## config.mk

```make
export PLATFORM = sky130hd
export DESIGN_NAME = pc_gen
export DESIGN_NICKNAME = d
export VERILOG_FILES = /design/src/rtl/pc_gen.sv
export SDC_FILE = /design/constraint.sdc
export NUM_CORES = 1
export LEC_CHECK = 0
export CAP_MARGIN = 25
export CORE_ASPECT_RATIO = 1.2
export CORE_UTILIZATION = 38
export CTS_CLUSTER_DIAMETER = 30
export CTS_CLUSTER_SIZE = 10
export DETAILED_ROUTE_END_ITERATION = 8
export PLACE_DENSITY = 0.93
export RECOVER_POWER = 100
export SLEW_MARGIN = 10
export SYNTH_ARGS = -nofsm -noshare
export SYNTH_HDL_FRONTEND = slang
export SYNTH_SLANG_ARGS = --single-unit
```

## constraint.sdc

```tcl
create_clock -name clk -period 3.2 [get_ports clk]
set_clock_uncertainty 0.15 [all_clocks]
set_input_delay 0.32 -clock clk [delete_from_list [all_inputs] [get_ports clk]]
set_output_delay 0.32 -clock clk [all_outputs]
set_load 0.005 [all_outputs]
```

## src/rtl/pc_gen.sv

```systemverilog
// Front-end PC generation stage: fetch PC register, BTB-steered next-PC
// selection, imem request handshake and IF/ID report of accepted fetches.

package riscv_pkg;
    localparam int unsigned XLEN = 32;
endpackage

module pc_gen #(
    parameter logic [riscv_pkg::XLEN-1:0] RESET_PC = '0
) (
    input  logic                      clk,
    input  logic                      reset,
    input  logic                      stall_if,
    input  logic                      redirect_valid,
    input  logic [riscv_pkg::XLEN-1:0] redirect_pc,
    input  logic                      btb_hit_valid,
    input  logic [riscv_pkg::XLEN-1:0] btb_target,
    input  logic                      imem_req_ready,
    output logic                      imem_req_valid,
    output logic [riscv_pkg::XLEN-1:0] imem_req_addr,
    output logic [riscv_pkg::XLEN-1:0] pc_if,
    output logic                      btb_lookup_en,
    output logic                      if_valid,
    output logic [riscv_pkg::XLEN-1:0] if_pc,
    output logic                      if_pred_taken,
    output logic [riscv_pkg::XLEN-1:0] if_pred_target,
    output logic                      fetch_fault
);
    localparam int unsigned XLEN = riscv_pkg::XLEN;
    localparam logic [XLEN-1:0] PC_STEP = XLEN'(4);

    typedef enum logic [1:0] {
        S_BOOT,
        S_FETCH,
        S_FAULT
    } state_e;

    state_e          state_q, state_d;
    logic [XLEN-1:0] pc_q, pc_d;

    logic            req_valid;
    logic            fire;
    logic            tgt_ok;
    logic [XLEN-1:0] pc_seq;
    logic [XLEN-1:0] pc_pred;

    // State and PC registers with synchronous reset
    always_ff @(posedge clk) begin
        if (reset) begin
            state_q <= S_BOOT;
            pc_q    <= RESET_PC;
        end else begin
            state_q <= state_d;
            pc_q    <= pc_d;
        end
    end

    // Next-state / next-PC selection and all outputs
    always_comb begin
        state_d        = state_q;
        pc_d           = pc_q;
        imem_req_valid = 1'b0;
        imem_req_addr  = pc_q;
        pc_if          = pc_q;
        btb_lookup_en  = 1'b0;
        if_valid       = 1'b0;
        if_pc          = '0;
        if_pred_taken  = 1'b0;
        if_pred_target = '0;
        fetch_fault    = 1'b0;

        // A misaligned BTB target is treated as a miss; pc+4 wraps naturally.
        tgt_ok  = btb_hit_valid && (btb_target[1:0] == 2'b00);
        pc_seq  = pc_q + PC_STEP;
        pc_pred = tgt_ok ? btb_target : pc_seq;

        req_valid = !reset && (state_q == S_FETCH) && !stall_if && !redirect_valid;
        fire      = req_valid && imem_req_ready;

        // Redirect outranks any fire; stall or !ready simply leave pc untouched.
        if (redirect_valid) begin
            pc_d    = redirect_pc;
            state_d = (redirect_pc[1:0] == 2'b00) ? S_FETCH : S_FAULT;
        end else begin
            case (state_q)
                S_BOOT:  state_d = S_FETCH;
                S_FETCH: if (fire) pc_d = pc_pred;
                S_FAULT: state_d = S_FAULT;
                default: state_d = S_BOOT;
            endcase
        end

        if (reset) begin
            imem_req_addr = RESET_PC;
            pc_if         = RESET_PC;
        end else begin
            imem_req_valid = req_valid;
            btb_lookup_en  = req_valid;
            if_valid       = fire;
            fetch_fault    = (state_q == S_FAULT);
            if (fire) begin
                if_pc          = pc_q;
                if_pred_taken  = tgt_ok;
                if_pred_target = pc_pred;
            end
        end
    end

endmodule

```

==> results.txt, run 1 <==
* Max-slew violation total from the final report: 0
* Critical path required time: 2.73 ns
* Half-perimeter wire length of the detailed placement result: 9.87 mm
- During I/O placement, the number of pins put on the boundary was 203.
* Highest-count cells in the layout ignoring fill and taps: sky130_fd_sc_hd__dlygate4sd3_1 (111), sky130_fd_sc_hd__clkdlybuf4s50_1 (88), sky130_fd_sc_hd__nand2_1 (41), sky130_fd_sc_hd__nor2_1 (39), sky130_fd_sc_hd__and3_1 (33)
- In this run the worst path has a maximum fanout of 19.
- The repair_antennas step left the layout with diodes totalling 0.
- The number of hold-slack violations in the final timing report is 0.
- During synthesis, Yosys emitted a total of 0 warnings.
- Primary flip-flop cell chosen by synthesis mapping: sky130_fd_sc_hd__dfxtp_1
- Overall die height: 105 um
- After detailed routing, the number of remaining DRC violations is 0.
- Setup violations remaining at the end of the flow were counted as 0.
* Number of filler instances in the final layout: 709
- After synthesis, the netlist uses 51 different library cells.
- The via count of the first global-routing pass came to 4255.
* Hold bufs inserted after CTS: 0
- Register bit total from synthesis: 34
- Cell area after technology mapping: 0.00337 mm2
- X dimension of the die: 87.9 um
- Routed wire length: 13.5 mm
* Initial core utilization: 39.3%
* Time the worst path needs with I/O delays and setup: 3.10 ns
- Compared with the post-synthesis result, the final layout area differs by 61.3%.
- By area, the combinational part of the netlist is dominated by simple AND/OR/NAND/NOR gates.
* Count of cells along the worst register-to-register path: 6
- Net Count, Synth: 545
* Status: finished clean
- Setup repair after global routing could not meet its margin everywhere.
* Number of antenna violations at the first check in global routing: 0
- At the placement stage, the worst setup path has a slack of 0.178 ns.
- For this design the static power due to leakage is 2.42 nW.
- Across every metal layer, demand over resource in global routing totals 28.8%.
- In this run the critical register-to-register path is captured at pc_q[24]$_SDFFE_PP0P_.
* Kind of end point of the critical path: primary output
- For this run, the register share of the synthesized area comes to 20.2%.
- Maximum number of pins on one net before global-route repair: 69
* Core area: 0.00856 mm2
* Synthesized area per cell: 7.10 um2
- The clock tree synthesis step divided the H-tree into 2 levels.
- Total via count in the routed design: 4254
- The post-route netlist has 9.75% of its cells at a drive strength greater than 1.
- Worst path arrival time: 2.63 ns
- Routability cong.: 0.845
- Across all register-to-register paths, the minimum setup slack is 0.84 ns.
- The worst setup path is of the in2out kind.
- Initial DRC count: 260
- The die covers 0.00924 mm2.
- Clock transition at the registers of the reported paths: 0.07 ns
- Total of buffers placed on input and output ports: 202
- Number of buffers created by CTS: 5
* Relative slew margins: 2.34%
* Maximum resistive drop on vdd: 0.000138 V
* Final antenna-violating net count: 0
* Fraction of synthesized area in multiplexers: 5.39%
- Min setup slack post-route: 0.0956 ns
* Clock network latency to the later pin of the worst-skew pair: 0.28 ns
- Clk buf depth: 2
- Parity-gate share of the synthesized area counting xor and xnor cells: 5.46%
* Post-synthesis adder-cell area fraction: 0.372%
* Total congestion overflow: 0
* Number of clock sinks: 34
- Fraction of registers with async set or reset after synthesis: 0%
- Type of the worst min-delay path: reg2reg
* Share of the clock period used by the worst path after layout: 97.0%
* Root cell of the clock tree: sky130_fd_sc_hd__clkbuf_8
- In this run the power density over the cells is 224 mW/mm2.
- Summing the areas of all and, or, nand and nor instances in the mapped netlist gives 34.3% of the synthesized area.
* Synthesized-area fraction occupied by ao, oa, aoi and oai cells: 20.1%
- Commonest non-fill, non-tap cell in the layout: sky130_fd_sc_hd__dlygate4sd3_1
- In this run, synthesis inferred 0 flip-flops with an integrated enable.
- TritonCTS built the clock tree.
- Before antenna repair, the detailed router went through 5 iterations.
* Mean number of vias per cell: 5.65
* Crit path launch: btb_target[0]
- In the final routed layout, each cell accounts on average for 18.0 um.
* Placement row count: 37
- Total Power Consumption: 1.21 mW
* Worst setup endpoint: if_pred_target[6]
* Max-cap violations: 0
- After the last flow step, the layout net total stands at 706.
* Cells after Synth: 474
* Pin slew with the least headroom to its limit: 1.46 ns
* Fmax: 322 MHz
* Worst Setup Start Kind: primary input
* FF-to-FF Start: pc_q[3]$_SDFFE_PP0P_
- Wire length of the first global-routing pass: 21.0 mm
## through the flow
step                      hold slack (ns)  setup TNS, ns  cells  cell area (um2)  util [%]
after floorplan                     0.315              0    474             3370         -
after global placement              0.366              0    744             5320      62.1
after detailed placement            0.383              0    744             5320      62.1
after CTS                           0.397              0    752             5430      63.4
after global routing                0.412       -0.00265    753             5430      63.4
final                               0.393              0    753             5430      63.4
## flip-flops by register name, indices dropped and copies added (netlist names)
name,count
pc_q,32
state_q,2
## cell families (layout without fill, tap and decap cells)
family,after synthesis,in the layout
simple gates,211,211
buf+inv,86,248
flops,34,34
compound gates,104,104
xor+xnor,21,21
fa+ha+maj,1,1
mux,17,17
## synthesized netlist by cell type, types with 2 or more instances
cell type | number | area, um2
sky130_fd_sc_hd__nor3b_1 | 3 | 22.5
sky130_fd_sc_hd__a21oi_1 | 23 | 115
sky130_fd_sc_hd__dfxtp_1 | 34 | 681
sky130_fd_sc_hd__nor2_1 | 40 | 150
sky130_fd_sc_hd__xnor2_1 | 10 | 87.6
sky130_fd_sc_hd__nor4_1 | 7 | 43.8
sky130_fd_sc_hd__buf_2 | 8 | 40.0
sky130_fd_sc_hd__nor3_1 | 6 | 30.0
sky130_fd_sc_hd__nand2_1 | 41 | 154
sky130_fd_sc_hd__a31oi_1 | 9 | 56.3
sky130_fd_sc_hd__o22ai_1 | 12 | 75.1
sky130_fd_sc_hd__o21a_1 | 2 | 15.0
sky130_fd_sc_hd__a211oi_1 | 14 | 105
sky130_fd_sc_hd__nor2b_1 | 31 | 194
sky130_fd_sc_hd__mux2i_1 | 8 | 80.1
sky130_fd_sc_hd__a22oi_1 | 5 | 37.5
sky130_fd_sc_hd__and3_1 | 33 | 206
sky130_fd_sc_hd__o21ai_0 | 17 | 85.1
sky130_fd_sc_hd__o21bai_1 | 5 | 37.5
sky130_fd_sc_hd__xor2_1 | 11 | 96.3
sky130_fd_sc_hd__and4_1 | 4 | 35.0
sky130_fd_sc_hd__nand4_1 | 12 | 75.1
sky130_fd_sc_hd__and4_4 | 2 | 22.5
sky130_fd_sc_hd__buf_1 | 4 | 15.0
sky130_fd_sc_hd__nand2b_1 | 2 | 12.5
sky130_fd_sc_hd__a222oi_1 | 3 | 30.0
sky130_fd_sc_hd__mux2_2 | 9 | 101
sky130_fd_sc_hd__clkbuf_1 | 28 | 105
sky130_fd_sc_hd__o31a_1 | 2 | 17.5
sky130_fd_sc_hd__buf_4 | 36 | 270
sky130_fd_sc_hd__nand3_1 | 18 | 90.1
sky130_fd_sc_hd__inv_1 | 8 | 30.0
sky130_fd_sc_hd__o211ai_1 | 7 | 52.6
sky130_fd_sc_hd__and2_1 | 3 | 18.8
## worst max-delay path, stage by stage
cell and delay (ns):
sky130_fd_sc_hd__dlygate4sd3_1 0.57, sky130_fd_sc_hd__or3b_2 0.61, sky130_fd_sc_hd__buf_4 0.25, sky130_fd_sc_hd__o211ai_1 0.23
sky130_fd_sc_hd__inv_1 0.07, sky130_fd_sc_hd__dlygate4sd3_1 0.57
## worst min-delay path by stage
stage	from	end	slack (ns)	cells after the start
2_1_floorplan	redirect_pc[0]	pc_q[0]$_SDFFE_PP0P_	0.31	2
3_5_place_dp	pc_q[0]$_SDFFE_PP0P_	pc_q[0]$_SDFFE_PP0P_	0.38	2
4_1_cts	pc_q[0]$_SDFFE_PP0P_	pc_q[0]$_SDFFE_PP0P_	0.40	2
5_1_grt	pc_q[0]$_SDFFE_PP0P_	pc_q[0]$_SDFFE_PP0P_	0.41	2
3_3_place_gp	pc_q[1]$_SDFFE_PP0P_	pc_q[1]$_SDFFE_PP0P_	0.37	2
6_report	pc_q[0]$_SDFFE_PP0P_	pc_q[0]$_SDFFE_PP0P_	0.39	2
## layer usage
layer	routed length (um)	GRT usage (%)	vias to the layer above
met5	0	0	-
met4	332	11.8	0
met3	1050	5.53	30
met2	7080	51.4	208
met1	5080	32.5	2015
li1	-	-	2001
## repair_timing
| action | 4_1_cts | 5_1_grt |
|---|---|---|
| gates cloned | 0 | 0 |
| pin swaps | 0 | 1 |
| setup endpoints to repair | 1 | 3 |
| gates resized for setup | 2 | 5 |
| setup buffers | 0 | 1 |
## final cells by class
class / instances / area, um2 / share of cell area [%]
tap: 117 / 146 / 2.70
inverter: 8 / 30.0 / 0.553
clock buffer: 8 / 110 / 2.03
timing repair buffer: 232 / 2240 / 41.2
sequential: 34 / 688 / 12.7
multi-input combinational: 354 / 2220 / 40.8
## power breakdown
part           switching (mW)  leakage (nW)  internal, mW
sequential             0.0335         0.282         0.449
clock                   0.163        0.0575         0.218
combinational           0.156          2.08         0.195
No activity file was read; power rests on OpenSTA's default activity.
==> run 2: changes to the inputs <==
--- a/config.mk
+++ b/config.mk
@@ -11,7 +11,7 @@
 export CTS_CLUSTER_DIAMETER = 30
 export CTS_CLUSTER_SIZE = 10
 export DETAILED_ROUTE_END_ITERATION = 8
-export PLACE_DENSITY = 0.93
+export PLACE_DENSITY_LB_ADDON = 0.08
 export RECOVER_POWER = 100
 export SLEW_MARGIN = 10
 export SYNTH_ARGS = -nofsm -noshare
==> results.txt, run 2 (synthesized netlist as in run 1, its figures left out) <==
- Status: finished clean (unchanged).
- CP max FO: 7 (was 19)
* Fmax: 317 MHz (was 322 MHz)
- The number of H-tree levels came to 2 (unchanged).
- Number of filler instances in the final layout: 776 (was 709)
* P_leak: 2.04 nW (was 2.42 nW)
- Relative contribution of sequential cells to total power: 40.5% (was 39.8%)
* Core area: 0.00856 mm2 (unchanged)
- The iteration-0 DRC count of the detailed router was 279 (was 260).
- The critical path data required time is 2.73 ns (about the same).
- The shortest clock period the worst path allows after layout is 3.15 ns (was 3.10 ns).
* Placed cell area: 0.00532 mm2 (about the same)
* X dimension of the die: 87.9 um (unchanged)
- The critical path data arrival time is 2.68 ns (was 2.63 ns).
* Number of clock sinks: 34 (unchanged)
- The number of standard-cell rows in the floorplan was 37 (unchanged).
* Number of diodes added for antenna fixing: 0 (unchanged)
* Biggest regs: pc_q (32), state_q (2) (unchanged)
* Hold WS: 0.399 ns (was 0.393 ns)
- The CTS tree was built (unchanged).
* Routability cong.: 0.802 (was 0.845)
- Relative slew margins: 2.47% (was 2.34%)
* Initial core utilization: 39.3% (unchanged)
- The clock root buffer was sky130_fd_sc_hd__clkbuf_8 (unchanged).
- Commonest non-fill, non-tap cell in the layout: sky130_fd_sc_hd__clkdlybuf4s50_1 (was sky130_fd_sc_hd__dlygate4sd3_1)
- The share of power burned in the clock network was 29.4% (was 31.4%).
- Pwr Density: 220 mW/mm2 (was 224 mW/mm2)
- Kind of end point of the critical path: primary output (unchanged)
* Sw Ratio: 30.3% (was 29.0%)
- The HPWL after detailed placement was 9.46 mm (was 9.87 mm).
* Register with the most flip-flops: pc_q (unchanged)
* Non-Filler Cell Area, Final: 0.00542 mm2 (was 0.00543 mm2)
- Total of endpoints with negative setup slack in the final report: 0 (unchanged)
* Non-filler cells, final: 754 (was 753)
- The category of the worst setup path launch point is a flip-flop (was primary input).
* Total Power Consumption: 1.19 mW (was 1.21 mW)
- The total number of vias came to 4225 (was 4254).
- Die area: 0.00924 mm2 (unchanged)
- The number of iterations in the first detailed-routing pass is 5 (unchanged).
* Number of nets in the final layout: 707 (was 706)
- The insertion delay to the later sink of the worst-skew pair is 0.30 ns (was 0.28 ns).
- The clock slew at the register clock pins of the worst setup and hold paths was 0.08 ns (was 0.07 ns).
* Overall die height: 105 um (unchanged)
- Number of antenna violations at the first check in global routing: 0 (unchanged)
- Total congestion overflow: 0 (unchanged)
- The global-route wire length before repair was 20.0 mm (was 21.0 mm).
- Endpoints failing hold: 0 (unchanged)
- Setup repair after global routing missed its margin: yes (unchanged).
- The number of maximum-capacitance violations came to 0 (unchanged).
- The flip-flop count of the largest register after layout is 32 (unchanged).
- Maximum number of pins on one net before global-route repair: 69 (unchanged)
- Routed wire per std cell: 17.3 um (was 18.0 um)
- Hold bufs inserted after CTS: 0 (unchanged)
- Via count of the first global-routing pass: 4057 (was 4255)
- The maximum vdd ir drop was 0.000137 V (was 0.000138 V).
- Share of total power in combinational logic: 30.1% (was 28.9%)
* Routed wire length: 13.1 mm (was 13.5 mm)
- Sum Neg Setup Slack: 0 ns (unchanged)
* Type of the worst min-delay path: reg2reg (unchanged)
- Global router's overall resource usage: 27.5% (was 28.8%)
- The number of port buffers was 202 (unchanged).
* Flop2flop setup slack: 0.96 ns (was 0.84 ns)
- The critical path class is reg2out (was in2out).
- The area overhead of the layout relative to synthesis was 61.0% (was 61.3%).
- The design internal power came to 830 uW (was 862 uW).
- The period utilization was 98.5% (was 97.0%).
* DRC violations left: 0 (unchanged)
- The number of buffers created by CTS came to 5 (unchanged).
- The slew at the pin with the worst max-slew slack was 1.46 ns (about the same).
- Reported net switching power: 361 uW (was 352 uW)
- Clk buf depth: 2 (unchanged)
- Mean number of vias per cell: 5.60 (was 5.65)
- The number of placed instances, taps included is 746 (was 744).
* Number of primary I/O pins: 203 (unchanged)
- Highest-count cells in the layout ignoring fill and taps: sky130_fd_sc_hd__clkdlybuf4s50_1 (200), sky130_fd_sc_hd__nand2_1 (40), sky130_fd_sc_hd__nor2_1 (39), sky130_fd_sc_hd__and3_1 (32), sky130_fd_sc_hd__dfxtp_1 (32) (was sky130_fd_sc_hd__dlygate4sd3_1 (111), sky130_fd_sc_hd__clkdlybuf4s50_1 (88), sky130_fd_sc_hd__nand2_1 (41), sky130_fd_sc_hd__nor2_1 (39), sky130_fd_sc_hd__and3_1 (33))
- The residual antenna-violating net count after detailed routing is 0 (unchanged).
* Fraction of final layout cells sized beyond drive strength 1: 10.2% (was 9.75%)
* Max-slew violation total from the final report: 0 (unchanged)
-- run 2: per-layer routing --
| metal | global-route usage, % | vias to the layer above | part of all wire [%] |
|---|---|---|---|
| li1 | - | 1991 | - |
| met1 | 32.5 | 2018 | 39 |
| met2 | 49.2 | 194 | 52 |
| met3 | 4.82 | 22 | 7.3 |
| met4 | 8.55 | 0 | 1.8 |
| met5 | 0 | - | 0 |
-- run 2: power groups by stage --
stage	clock (mW)	sequential [mW]	combinational, mW
floorplan	0	0.476	0.185
detailed placement	0	0.491	0.357
finish	0.350	0.482	0.358
CTS	0.360	0.481	0.359
global route	0.374	0.486	0.388
global placement	0	0.490	0.352
-- run 2: stage by stage --
step	util, %	setup slack, ns
floorplan	-	0.801
global placement	62.1	0.231
detailed placement	62.1	0.160
CTS	63.3	0.00145
global route	63.3	-0.0305
finish	63.3	0.0492
-- run 2: what timing repair did --
item,CTS,global route
buffers inserted,0,0
resized for setup,1,5
pin swaps,1,1
endpoints found under the setup margin,2,4
-- run 2: cell type report --
class / instances / area [um2] / area share, %
clock buffers: 7 / 86.3 / 1.59
inverters: 8 / 30.0 / 0.554
repair buffers: 233 / 2240 / 41.4
flip-flops and latches: 34 / 683 / 12.6
clock inverters: 1 / 5.00 / 0.0923
well taps: 117 / 146 / 2.70
multi-input cells: 354 / 2230 / 41.1
-- run 2: path summary, 6_finish.rpt --
check / startpoint / to / depth (start not counted)
worst max-delay path: pc_q[2]$_SDFFE_PP0P_ / if_pred_target[24] / 7
worst min-delay path: pc_q[0]$_SDFFE_PP0P_ / pc_q[0]$_SDFFE_PP0P_ / 2
worst max register to register: pc_q[2]$_SDFFE_PP0P_ / pc_q[24]$_SDFFE_PP0P_ / 6
worst min register to register: pc_q[0]$_SDFFE_PP0P_ / pc_q[0]$_SDFFE_PP0P_ / 2
-- run 2: worst max-delay path, cell delays in order, from the launching register on --
cell                              delay (ns)
sky130_fd_sc_hd__dfxtp_1                0.35
sky130_fd_sc_hd__ha_1                   0.18
sky130_fd_sc_hd__and4_4                 0.28
sky130_fd_sc_hd__nand4_4                0.17
sky130_fd_sc_hd__or4b_4                 0.54
sky130_fd_sc_hd__xor2_1                 0.18
sky130_fd_sc_hd__a21oi_1                0.16
sky130_fd_sc_hd__clkdlybuf4s50_1        0.51
